==> src/rtl/xmem_to_bram_pkg.sv <==
// Shared types and helpers for the xmem-to-BRAM bridge family.
// The tracking entry carries a lane field sized for the widest supported width ratio.
package xmem_to_bram_pkg;

    localparam int unsigned MaxLaneW = 8;
    localparam int unsigned MaxDataW = 1024;

    typedef logic [MaxLaneW-1:0] lane_t;

    typedef struct packed {
        logic  valid;
        logic  we;
        logic  err;
        lane_t lane;
    } track_t;

    // Narrow-word index inside the wide BRAM word; a ratio of 1 masks it to 0.
    function automatic lane_t lane_of(input logic [63:0] addr, input int unsigned xb_lg,
                                      input int unsigned ratio);
        logic [63:0] sh;
        sh = addr >> xb_lg;
        return lane_t'(sh) & lane_t'(ratio - 1);
    endfunction

    function automatic logic [MaxDataW-1:0] replicate(input logic [MaxDataW-1:0] wdata,
                                                      input int unsigned xw,
                                                      input int unsigned ratio);
        logic [MaxDataW-1:0] r;
        r = '0;
        for (int i = 0; i < MaxDataW; i++) begin
            if (i < xw * ratio) r[i] = wdata[i % xw];
        end
        return r;
    endfunction

endpackage

==> src/rtl/xmem_rsp_pipe.sv <==
// Fixed-depth delay line of tracking entries; reset discards everything in flight.
module xmem_rsp_pipe
    import xmem_to_bram_pkg::*;
#(
    parameter int unsigned DEPTH = 3
) (
    input  logic   clk_i,
    input  logic   rst_i,
    input  track_t in_i,
    output track_t out_o
);

    track_t stage_q [DEPTH];

    always_ff @(posedge clk_i or posedge rst_i) begin
        if (rst_i) begin
            for (int i = 0; i < DEPTH; i++) stage_q[i] <= '0;
        end else begin
            stage_q[0] <= in_i;
            for (int i = 1; i < DEPTH; i++) stage_q[i] <= stage_q[i-1];
        end
    end

    assign out_o = stage_q[DEPTH-1];

endmodule

==> src/rtl/xmem_to_bram_pipe.sv <==
// Fully pipelined xmem to wide single-port BRAM bridge: one request per cycle,
// in-order responses at a fixed latency of BRAM_READ_LATENCY + 1.
module xmem_to_bram_pipe
    import xmem_to_bram_pkg::*;
#(
    parameter int unsigned ADDR_WIDTH        = 32,
    parameter int unsigned DATA_WIDTH        = 128,
    parameter int unsigned XADDR_WIDTH       = 32,
    parameter int unsigned XDATA_WIDTH       = 32,
    parameter int unsigned BRAM_READ_LATENCY = 2,
    parameter int unsigned BRAM_DEPTH        = 1024
) (
    input  logic                     aclk,
    input  logic                     areset,
    input  logic                     xmem_req,
    input  logic [XADDR_WIDTH-1:0]   xmem_addr,
    input  logic                     xmem_we,
    input  logic [XDATA_WIDTH-1:0]   xmem_wdata,
    input  logic [XDATA_WIDTH/8-1:0] xmem_be,
    output logic                     xmem_gnt,
    output logic                     xmem_rsp_valid,
    output logic [XDATA_WIDTH-1:0]   xmem_rsp_rdata,
    output logic                     xmem_rsp_error,
    output logic [ADDR_WIDTH-1:0]    bram_addra,
    output logic [DATA_WIDTH-1:0]    bram_dina,
    input  logic [DATA_WIDTH-1:0]    bram_douta,
    output logic                     bram_ena,
    output logic [DATA_WIDTH/8-1:0]  bram_wea
);

    localparam int unsigned XB    = XDATA_WIDTH / 8;
    localparam int unsigned WB    = DATA_WIDTH / 8;
    localparam int unsigned RATIO = DATA_WIDTH / XDATA_WIDTH;
    localparam int unsigned XbLg  = $clog2(XB);
    localparam int unsigned WbLg  = $clog2(WB);
    localparam int unsigned Lat   = BRAM_READ_LATENCY + 1;

    logic                   accept;
    logic                   err;
    logic [XADDR_WIDTH-1:0] word;
    lane_t                  lane;
    track_t                 trk_in;
    track_t                 trk_out;

    logic                  ena_d,  ena_q;
    logic [ADDR_WIDTH-1:0] addr_d, addr_q;
    logic [DATA_WIDTH-1:0] dina_d, dina_q;
    logic [WB-1:0]         wea_d,  wea_q;

    assign xmem_gnt = xmem_req && !areset;
    assign accept   = xmem_gnt;
    assign word     = xmem_addr >> WbLg;
    assign lane     = lane_of(64'(xmem_addr), XbLg, RATIO);
    assign err      = ((xmem_addr & XADDR_WIDTH'(XB - 1)) != '0) ||
                      (64'(word) >= 64'(BRAM_DEPTH));

    always_comb begin
        ena_d  = accept && !err;
        addr_d = addr_q;
        dina_d = dina_q;
        wea_d  = '0;
        if (ena_d) begin
            addr_d = ADDR_WIDTH'(word);
            if (xmem_we) begin
                dina_d = DATA_WIDTH'(replicate(MaxDataW'(xmem_wdata), XDATA_WIDTH, RATIO));
                wea_d  = WB'(xmem_be) << (lane * XB);
            end
        end
    end

    always_ff @(posedge aclk or posedge areset) begin
        if (areset) begin
            ena_q  <= 1'b0;
            addr_q <= '0;
            dina_q <= '0;
            wea_q  <= '0;
        end else begin
            ena_q  <= ena_d;
            addr_q <= addr_d;
            dina_q <= dina_d;
            wea_q  <= wea_d;
        end
    end

    assign bram_ena   = ena_q;
    assign bram_addra = addr_q;
    assign bram_dina  = dina_q;
    assign bram_wea   = wea_q;

    // Idle cycles push an all-zero entry so valid bubbles travel with the data.
    always_comb begin
        trk_in       = '0;
        trk_in.valid = accept;
        trk_in.we    = accept && xmem_we;
        trk_in.err   = accept && err;
        trk_in.lane  = accept ? lane : '0;
    end

    xmem_rsp_pipe #(
        .DEPTH (Lat)
    ) u_rsp_pipe (
        .clk_i (aclk),
        .rst_i (areset),
        .in_i  (trk_in),
        .out_o (trk_out)
    );

    always_comb begin
        xmem_rsp_rdata = '0;
        if (trk_out.valid && !trk_out.we && !trk_out.err) begin
            for (int i = 0; i < RATIO; i++) begin
                if (trk_out.lane == lane_t'(i)) begin
                    xmem_rsp_rdata = bram_douta[i*XDATA_WIDTH +: XDATA_WIDTH];
                end
            end
        end
    end

    assign xmem_rsp_valid = trk_out.valid;
    assign xmem_rsp_error = trk_out.valid && trk_out.err;

endmodule

==> config.mk <==
export PLATFORM = sky130hd
export DESIGN_NAME = xmem_to_bram_pipe
export DESIGN_NICKNAME = d
export VERILOG_FILES = /design/src/rtl/xmem_to_bram_pkg.sv /design/src/rtl/xmem_rsp_pipe.sv /design/src/rtl/xmem_to_bram_pipe.sv
export SDC_FILE = /design/constraint.sdc
export NUM_CORES = 1
export LEC_CHECK = 0
export CAP_MARGIN = 20
export CORE_AREA = 5 5 155 157
export CTS_CLUSTER_SIZE = 25
export DETAILED_ROUTE_END_ITERATION = 16
export DIE_AREA = 0 0 160 162
export DONT_BUFFER_PORTS = 1
export SLEW_MARGIN = 20
export SYNTH_ARGS = -nofsm -noshare
export SYNTH_HDL_FRONTEND = slang
export SYNTH_SLANG_ARGS = --single-unit
==> constraint.sdc <==
create_clock -name aclk -period 5.81 [get_ports aclk]
set_clock_uncertainty 0.15 [all_clocks]
set_input_delay 0.581 -clock aclk [delete_from_list [all_inputs] [get_ports aclk]]
set_output_delay 0.581 -clock aclk [all_outputs]
set_load 0.005 [all_outputs]
==> metrics list, run 1 <==
- The synthesized netlist devotes 0% of its cell area to XOR and XNOR gates.
- Wire length reported by the detailed router: 13670 um
- For the pin with the worst max-slew slack, the measured transition is 0.9998 ns.
- Nature of the critical path startpoint: input pin
* Syn avg cell area: 13.01 um2
- Finished Core Util: 21.45%
* Portion of the clock cycle consumed by the worst path in the final layout: 51.61%
- The detail route stage leaves a number of antenna-violating nets equal to 0.
- Average detailed-routed wire length per instance: 24.07 um
- The startpoint identified for the worst hold timing path is xmem_addr[26].
* Post-Synth Simple-Gate Area: 11.38%
* Number of buffers on the longest clock path: 2
- Of the total power, registers draw 50.8%.
* Post-synth design cell area: 4916 um2
- The worst setup path is captured at a register.
* Sequential element share of the synthesized area: 46.83%
- CP delay by family, top: buffers and inverters
- Summed over all nets, the switching power comes to 0.0002885 W.
- Area taken by flip-flops and latches: 2305 um2
* IO Port Bufs: 0
* Max Clock Freq: 333.5 MHz
* Path class of the lowest-slack min-delay path: input pin to register
- Final hold vios: 0
- Largest stage delay, worst path: 0.57 ns
- Worst-skew pair later-pin latency: 0.33 ns
- Buffers inserted during clock tree synthesis total 9.
* Starting Density: 21.98%
- For this design, the slowest cell found on the critical path is sky130_fd_sc_hd__dlygate4sd3_1.
- Proportion of layout cells with a drive suffix above 1: 34.98%
* RePlAce Congestion: 0.7400
- CP most frequent cell: sky130_fd_sc_hd__nand2_1
- Maximum number of pins on one net before global-route repair: 60
- The critical path goes through dlygate4sd3_1 -> inv_4 -> nand2_1 -> inv_1 -> nand2_1 -> nor3_4 -> buf_4 -> mux2_2.
- In the routed design, unresolved DRC markers number 0.
- Area used by multi-input combinational logic: 1782 um2
- Via count of the first global-routing pass: 2850
- Number of cells produced by synthesis: 378
- Antenna Diode Count: 0
- Counting both buffers and inverters, the worst setup path holds a total of 4.
- The number of max-slew violations in the final report is 0.
* Top-level port count: 412
* Worst setup path class: input pin to register
* Internal Power: 0.0009967 W
* Clk root buf: sky130_fd_sc_hd__clkbuf_16
- Required arrival time at the worst endpoint: 5.88 ns
- CTS HTree Levels: 3
- Fraction of power spent switching nets: 22.45%
- Detailed placement ended at an HPWL of 11140 um.
- Static Leakage: 2.279 nW
- In this run the standard cell core region covers 22370 um2.
* Starting DRC count in detailed routing: 68
- Hold timing on the final database bottoms out at a slack of 0.1576 ns.
- The smallest clock period supported by the final layout is computed as 2.998 ns.
* Adder-cell share of the synthesized area: 0%
* Clock share of power: 43.3%
* Share of cell area taken by muxes after synthesis: 24.28%
- Setup repair after global routing missed its margin: no
* Slew headroom: 33.13%
- Floorplan die width: 160 um
* Dominant combinational cell family by area after synthesis: multiplexers
* Layout area overhead: -2.393%
- Setup violations remaining at the end of the flow were counted as 0.
- The die covers 25920 um2.
- The run finished with clean final reports.
* Number of max-capacitance violations reported: 0
- CTS tree: built
- Complex-gate fraction of the synthesized area: 0%
- Final-stage net count: 478
* CP startpoint: areset
* Clock transition time at the flip-flop clock pins of the worst setup and hold paths: 0.07 ns
- The number of antenna violations at the first check in global routing came to 0.
- The final route contains 2584 vias.
- Max FO, Critical Path: 35
- Sum of overflow across all layers after global routing: 0
- In this run the vertical extent of the chip is 162 um.
* Arrival time of data at the critical path endpoint: 3.07 ns
* Areal power density over the cells: 267.8 nW/um2
- FF-to-FF setup slack: 4.70 ns
- The clock net in this run drives a total of 92 sinks.
* Synth unique cells: 23
- In this run, the combinational gates consume 5.9% of the power.
- Filler cells: 2343
- Pre-antenna DRT Iters: 5
- Overall fraction of global-route tracks in use: 9.903%
- In the routed layout, each cell is associated on average with a via count of 4.549.
- Yosys printed 0 warnings.
- Row generation in the floorplan step produced 55 rows.
* Startpoint of the most critical register-to-register path: bram_dina[115]
- Setup TNS: 0 ns
- Register bit count reported by yosys: 92
* Peak supply drop: 114.8 uV
- Wire length of the first global-routing pass: 19570 um
placed cells by master, fill, tap and decap left out:
cell	synthesis	layout
sky130_fd_sc_hd__and2_1	4	4
sky130_fd_sc_hd__and3_1	48	48
sky130_fd_sc_hd__buf_12	0	1
sky130_fd_sc_hd__buf_4	103	3
sky130_fd_sc_hd__clkbuf_16	0	9
sky130_fd_sc_hd__clkbuf_8	0	2
sky130_fd_sc_hd__clkinv_2	0	1
sky130_fd_sc_hd__clkinv_4	0	1
sky130_fd_sc_hd__clkinvlp_4	0	3
sky130_fd_sc_hd__conb_1	1	4
sky130_fd_sc_hd__dfrtp_1	92	90
sky130_fd_sc_hd__dfrtp_2	0	2
sky130_fd_sc_hd__dlygate4sd3_1	0	1
sky130_fd_sc_hd__inv_1	3	2
sky130_fd_sc_hd__inv_4	0	1
sky130_fd_sc_hd__mux2_1	2	2
sky130_fd_sc_hd__mux2_2	40	40
sky130_fd_sc_hd__mux4_2	32	32
sky130_fd_sc_hd__nand2_1	2	2
sky130_fd_sc_hd__nand4_1	1	1
sky130_fd_sc_hd__nor2_1	4	3
sky130_fd_sc_hd__nor2_4	0	1
sky130_fd_sc_hd__nor2b_1	20	20
sky130_fd_sc_hd__nor3_1	1	1
sky130_fd_sc_hd__nor3_4	1	2
sky130_fd_sc_hd__nor4_1	5	5
sky130_fd_sc_hd__or3_1	1	1
sky130_fd_sc_hd__or4_4	1	1
metal layers:
metal  track usage (%)  wire length (um)  up-vias
met4             3.090               166        0
met2             17.38              7088      217
met1             10.95              4965     1334
li1                  -                 -     1023
met5                 0                 0        -
met3             4.136              1451       10
cells by family after synthesis:
logic type | count (synthesis)
other cells | 1
flops | 92
mux | 74
buf+inv | 122
simple gates | 89
final timing paths:
kind | to | depth (start not counted)
worst max register to register | bram_dina[115] | 1
worst min register to register | u_rsp_pipe.out_o[0] | 0
worst min-delay path | bram_ena | 1
worst max-delay path | bram_dina[117] | 8
max in group asynchronous | u_rsp_pipe.out_o[0] | 3
min in group asynchronous | bram_dina[99] | 2
repair_timing:
action                                  CTS  global route
setup buffers                             0             0
hold endpoints to repair                 33             0
hold buffers                              1             0
endpoints found under the setup margin    0             0
gates resized for setup                   0             0
registers in the layout (all words and copies together) (netlist names):
register	count
u_rsp_pipe.out_o	5
bram_addra	28
bram_dina	32
bram_wea	16
u_rsp_pipe.stage_q	10
bram_ena	1
power by group through the flow:
stage / Combinational, W / Clock [W] / Sequential [W]
4_1_cts: 0.0000738 / 0.000582 / 0.000656
3_5_place_dp: 0.0000723 / 0 / 0.000669
2_1_floorplan: 0.0000677 / 0 / 0.000658
3_3_place_gp: 0.0000703 / 0 / 0.000668
6_report: 0.0000759 / 0.000556 / 0.000653
5_1_grt: 0.0000840 / 0.000607 / 0.000654
cell usage after synthesis, drive strengths merged:
library cell | instances | share of area (%)
or4 | 1 | 0.23
and2 | 4 | 0.51
nor3 | 3 | 0.64
and3 | 48 | 6.1
nand2 | 2 | 0.15
dfrtp | 92 | 47
inv | 3 | 0.23
mux2 | 42 | 9.6
clkbuf | 10 | 0.76
or3 | 1 | 0.13
nor2 | 4 | 0.31
buf | 109 | 16
nor2b | 20 | 2.5
nor4 | 5 | 0.64
mux4 | 32 | 15
conb | 1 | 0.076
nand4 | 1 | 0.13
per-stage QoR:
stage / std cells / setup WS [ns] / total power [W] / cell area [um2]
3_3_place_gp: 550 / 3.027 / 0.0007384 / 4473
3_5_place_dp: 550 / 2.932 / 0.0007412 / 4473
4_1_cts: 567 / 2.734 / 0.001312 / 4772
5_1_grt: 568 / 2.567 / 0.001346 / 4798
2_1_floorplan: 381 / 1.469 / 0.0007261 / 4927
6_report: 568 / 2.812 / 0.001285 / 4798
layout make-up:
| type | count | share of cell area [%] |
|---|---|---|
| inverter | 3 | 0.2868 |
| multi-input combinational | 167 | 37.13 |
| clock buffer | 11 | 5.267 |
| sequential | 92 | 48.03 |
| timing repair buffer | 5 | 1.095 |
| clock inverter | 5 | 0.7562 |
| tap | 285 | 7.432 |
Note: power is estimated with default switching activity, not from simulation.
==> inputs of run 2 (changes only) <==
- clock period: 5.81 -> 2.8 ns (I/O delays scaled with it)
==> metrics list, run 2 (same netlist as run 1, synthesis figures left out) <==
* Number of buffers on the longest clock path: 2
- Placed Cells: 556
* Average detailed-routed wire length per instance: 23.62 um
- Starting DRC count in detailed routing: 135
- Row generation in the floorplan step produced 55 rows.
* RePlAce Congestion: 0.7516
- Slowest cell on the critical path: sky130_fd_sc_hd__dlygate4sd3_1
- Arrival time of data at the critical path endpoint: 2.40 ns
- Setup TNS: 0 ns
- In the final design database the tool counted 534 nets.
* Sequential fraction of design power: 47.0%
- Overall fraction of global-route tracks in use: 10.78%
- Max FO, Critical Path: 32
- Die Outline Area: 25920 um2
- In this run the static leakage power is 2.545 nW.
- Counting the buffers created by CTS gives 9.
- In this design, the stage delay of the slowest critical-path cell is 0.57 ns.
* Portion of the clock cycle consumed by the worst path in the final layout: 82.72%
- Cell breakdown of the critical path: dlygate4sd3_1 -> clkinvlp_4 -> nand2_1 -> inv_2 -> nand2_4 -> nor3_4 -> buf_4 -> mux2_2
- The die is 162 um tall.
- The library cells used most frequently in the layout, excluding fill and tap cells, are sky130_fd_sc_hd__dfrtp_1, sky130_fd_sc_hd__dlygate4sd3_1, sky130_fd_sc_hd__and3_1.
- Required arrival time at the worst endpoint: 2.88 ns
- At the pin with the least slew margin, the transition time is 0.7792 ns.
- The number of antenna violations at the first check in global routing came to 0.
- In this design, the largest share of critical-path delay is due to buffers and inverters.
- Top-level port count: 412
- In the post-route analysis, the smallest setup slack over all paths is 0.4840 ns.
- The number of gates resized after CTS was 0.
- Max Clock Freq: 431.8 MHz
* Layout area overhead: 9.875%
- The number of setup buffers added after CTS is 0.
* Sum of overflow across all layers after global routing: 0
- The analysis attributes to net switching a power of 0.0006264 W.
* Flip-flop count of the largest register, all copies and words added: 32
- Entering global routing, the biggest net connects 64 pins.
- Worst setup path class: input pin to register
* Final hold vios: 0
- The number of antenna diodes in the final layout is 0.
* Wire length of the first global-routing pass: 21080 um
- The tightest min-delay check is of the input pin to register type.
- Leaving out fill and tap cells, the most frequent cell in the layout is sky130_fd_sc_hd__dfrtp_1.
- Number of vias in the routed layout: 2757
- At the later pin of the worst-skew pair, clock insertion delay measures 0.34 ns.
* Final setup vio count: 0
- Via count of the first global-routing pass: 3118
* Floorplan die width: 160 um
* Comb pwr share: 8.2%
- CTS HTree Levels: 3
- Kind of end point of the critical path: register
- Area of the core: 22370 um2
* Post-layout min period: 2.316 ns
- Of the cells placed in the final design, the portion with a size suffix greater than 1 is 31.56%.
- Clock transition time at the flip-flop clock pins of the worst setup and hold paths: 0.07 ns
- In this run the clock root is driven by a sky130_fd_sc_hd__clkbuf_16.
- The clock net in this run drives a total of 92 sinks.
- Pre-antenna DRT Iters: 4
- STA classifies the critical path startpoint as an input pin.
- Once layout is complete, the cells apart from fillers number 624.
- After legalization and detailed placement, the total HPWL measured 11600 um.
* Result of the run: completed
- Of the total power, the share spent switching nets is 21.86%.
- The initial utilization of the core area, before any placement, comes to 21.98%.
- Per report_power, the clock group accounts for 44.8% of the total.
* Antenna Nets Post-Route: 0
- In the routed layout, each cell is associated on average with a via count of 4.418.
- In this run the power density over the cells is 530.5 nW/um2.
- WP buf/inv: 4
* Slew headroom: 48.06%
- Final Cell Area: 5401 um2
- TritonCTS built the clock tree.
* Setup repair after global routing missed its margin: no
* Final count of pins violating max slew: 0
* Number of max-capacitance violations reported: 0
- After detailed routing, the number of remaining DRC violations is 0.
* Placement Setup Slack: 0.5084 ns
- Wires add up to 14740 um.
- Placed standard-cell area: 4559 um2
- The internal power of the cells totals 0.002239 W.
- Input and output buffers added on the ports amount to 0.
- The worst-case IR drop observed on VDD is 284.9 uV.
==> run 2: cell count changes in the layout (fill, tap and decap cells not counted), moves of 2 or more <==
cell and delta:
sky130_fd_sc_hd__buf_4 +4, sky130_fd_sc_hd__dlygate4sd3_1 +51, sky130_fd_sc_hd__mux2_1 -2, sky130_fd_sc_hd__mux2_4 +2
==> run 2: final timing paths <==
| check | start | endpoint | slack [ns] | cells after the start |
|---|---|---|---|---|
| worst max-delay path | areset | bram_dina[99] | 0.48 | 8 |
| worst min-delay path | xmem_addr[2] | bram_wea[1] | 0.05 | 2 |
| worst max register to register | bram_dina[102] | bram_dina[102] | 1.71 | 1 |
| worst min register to register | u_rsp_pipe.stage_q[19] | u_rsp_pipe.out_o[8] | 0.19 | 0 |
| max in group asynchronous | areset | u_rsp_pipe.out_o[0] | 0.94 | 4 |
| min in group asynchronous | areset | bram_dina[119] | 0.41 | 3 |
==> run 2: metal layers <==
layer	part of all wire [%]	GRT usage [%]
met1	34	11.44
met2	52	19.06
met3	12	4.770
met4	1.3	3.872
met5	0	0
==> run 2: cell type report <==
cell class,instances,area (um2)
Fill cell,2286,16960
Sequential cell,92,2303
Multi-Input combinational cell,167,1792
Timing Repair Buffer,61,613.1
Tap cell,285,356.6
Clock buffer,12,266.5
Clock inverter,4,55.05
Inverter,3,15.01
==> run 2: timing repair <==
action | 4_1_cts | 5_1_grt
endpoints found under the hold margin | 91 | 0
hold buffers | 52 | 0
endpoints found under the setup margin | 0 | 0
==> run 2: power groups by stage <==
stage	Combinational, W	Clock (W)	Sequential, W
detailed placement	0.000181	0	0.00137
floorplan	0.000142	0	0.00137
CTS	0.000243	0.00134	0.00135
global route	0.000260	0.00139	0.00135
finish	0.000236	0.00128	0.00135
global placement	0.000179	0	0.00137
==> run 2: stage by stage <==
stage / hold WS (ns) / total power, W / util [%]
after floorplan: 0.1812 / 0.001508 / -
after global placement: 0.1689 / 0.001550 / 20.39
after detailed placement: 0.1838 / 0.001553 / 20.39
after CTS: 0.02295 / 0.002934 / 24.15
after global routing: 0.03569 / 0.002997 / 24.15
final: 0.04572 / 0.002865 / 24.15
==> inputs of run 3 (changes only) <==
- clock period: 2.8 -> 2.29 ns (I/O delays scaled with it)
==> metrics list, run 3 (same netlist as run 1, synthesis figures left out) <==
- Sink of the worst hold path: u_rsp_pipe.stage_q[30]
* Number of vias in the routed layout: 2846
- STA puts the critical path data required time at 1.91 ns.
- Portion of the clock cycle consumed by the worst path in the final layout: 97.64%
- Final setup vio count: 0
* Finished Core Util: 24.44%
- The worst setup path is launched from a register.
- Final count of pins violating max slew: 0
- Result of the run: completed
- Number of remaining DRC errors: 0
- Static Leakage: 2.578 nW
- Final hold vios: 0
* Starting DRC count in detailed routing: 127
- The first global-routing pass estimated 21550 um of wire.
- DPL Wire Length: 12120 um
- For this run the aggregate overflow at the end of global routing stands at 0.
* Placement Setup Slack: 0.08174 ns
* Filler cells: 2282
- Cts bufs inserted: 9
- Final Cell Area: 5465 um2
- Max-cap violations in this run came to 0.
* Die span in y: 162 um
* Antenna Diode Count: 0
- Once detail routing completed, the nets flagged for antenna violations numbered 0.
- Setup repair after global routing left no endpoint under its margin.
- Placed standard-cell area: 4612 um2
- Via count of the first global-routing pass: 3135
- Maximum number of pins on one net before global-route repair: 64
- Number of cells traversed by the worst hold path: 2
* CTS sink cnt: 92
* Pre-antenna DRT Iters: 4
- After clock tree synthesis, the clock-pin slew on the worst setup and hold paths is 0.06 ns.
- Leaving out fill and tap cells, the most frequent cell in the layout is sky130_fd_sc_hd__dfrtp_1.
- The number of antenna violations at the first check in global routing is 4.
- Starting Density: 21.98%
* Arrival time of data at the critical path endpoint: 1.86 ns
- # rows: 55
- In this run the number of H-tree levels came out at 3.
- CTS tree: built
- In the routed layout, each cell is associated on average with a via count of 4.517.
* Kind of end point of the critical path: output port
* Post-layout min period: 2.236 ns
- Transition time at the pin with the least slew margin: 0.8087 ns
- Worst setup slack after layout: 0.05403 ns
* Most frequent cells in the layout: sky130_fd_sc_hd__dfrtp_1, sky130_fd_sc_hd__dlygate4sd3_1, sky130_fd_sc_hd__and3_1
* Average detailed-routed wire length per instance: 24.08 um
- The routed design has 15170 um of wire.
* Layout area overhead: 11.17%
- The later pin in the worst-skew pair is clocked with a latency of 0.33 ns.
- During placement, the flow inserted port buffers numbering 0.
- Slew headroom: 46.09%
- By startpoint and endpoint, the worst setup path is classified as register to output port.
- CP startpoint: u_rsp_pipe.out_o[0]
- Across the VDD grid, the largest voltage drop is 352.7 uV.
- Die Outline Area: 25920 um2
* Overall fraction of global-route tracks in use: 10.92%
- The register with the most flip-flops in the layout has 32 of them.
* Terminus of the critical flop-to-flop path: bram_dina[103]
* Top-level port count: 412
* Proportion of layout cells with a drive suffix above 1: 32.46%
* Max Clock Freq: 447.2 MHz
- Setup slack on the worst reg-to-reg path comes out at 1.22 ns.
- Startpoint of the most critical register-to-register path: bram_dina[103]
* Depth of the worst register-to-register path: 1
- In the final timing run, aggregate negative setup slack is 0 ns.
- Of all nets on the critical path, the largest fanout is 12.
- Number of buffers on the longest clock path: 2
* RePlAce Congestion: 0.7605
* Final-stage net count: 540
* Path class of the lowest-slack min-delay path: input pin to register
- Clk root buf: sky130_fd_sc_hd__clkbuf_16
- The startpoint identified for the worst hold timing path is xmem_req.
- Areal power density over the cells: 612.1 nW/um2
* Area of the core: 22370 um2
- The die is 160 um wide.
-- run 3: cell types whose count changed in the layout (fill, tap and decap cells not counted), sizes merged --
cell,delta
clkinv,+2
buf,+5
bufinv,-1
-- run 3: metal layers --
| layer | GRT usage, % | part of all wire, % |
|---|---|---|
| met4 | 3.676 | 2.4 |
| met1 | 11.02 | 34 |
| met3 | 4.618 | 10 |
| met5 | 0 | 0.18 |
| met2 | 20.25 | 53 |
-- run 3: worst max path at each step --
stage / endpoint / slack, ns / cells past startpoint
finish: xmem_rsp_rdata[20] / 0.05 / 4
global route: xmem_rsp_rdata[20] / 0.008 / 4
detailed placement: bram_dina[105] / 0.08 / 5
CTS: xmem_rsp_rdata[20] / 0.01 / 4
floorplan: bram_dina[101] / -0.69 / 7
global placement: bram_dina[106] / 0.13 / 5
-- run 3: area by class of cell --
class	count	area [um2]	share of cell area [%]
flip-flops and latches	92	2303	42.15
inverters	3	15.01	0.2747
clock inverters	5	35.03	0.6410
clock buffers	11	252.7	4.625
multi-input cells	167	1789	32.74
repair buffers	67	713.2	13.05
well taps	285	356.6	6.525
-- run 3: report_power, final --
part	internal, W	switching [W]
Clock	0.000796	0.000602
Combinational	0.000169	0.000134
Sequential	0.00164	0.00000782
Total	0.00260	0.000744
-- run 3: timing repair --
item                                    CTS  global route
resized for setup                         0             0
hold buffers                             52             0
endpoints found under the setup margin    0             1
setup buffers                             0             1
endpoints found under the hold margin    91             0
-- run 3: per-stage QoR --
stage	power, W	cells	hold slack [ns]
CTS	0.003390	628	0.0004939
finish	0.003345	630	0.02771
floorplan	0.001844	381	0.1487
global route	0.003493	630	0.04320
global placement	0.001890	560	0.09454
detailed placement	0.001898	560	0.1108
-- run 3: critical path, stage by stage (launching register included) --
cell,delay [ns]
sky130_fd_sc_hd__dfrtp_2,0.45
sky130_fd_sc_hd__buf_12,0.18
sky130_fd_sc_hd__mux4_2,0.52
sky130_fd_sc_hd__and3_1,0.23
sky130_fd_sc_hd__buf_12,0.14
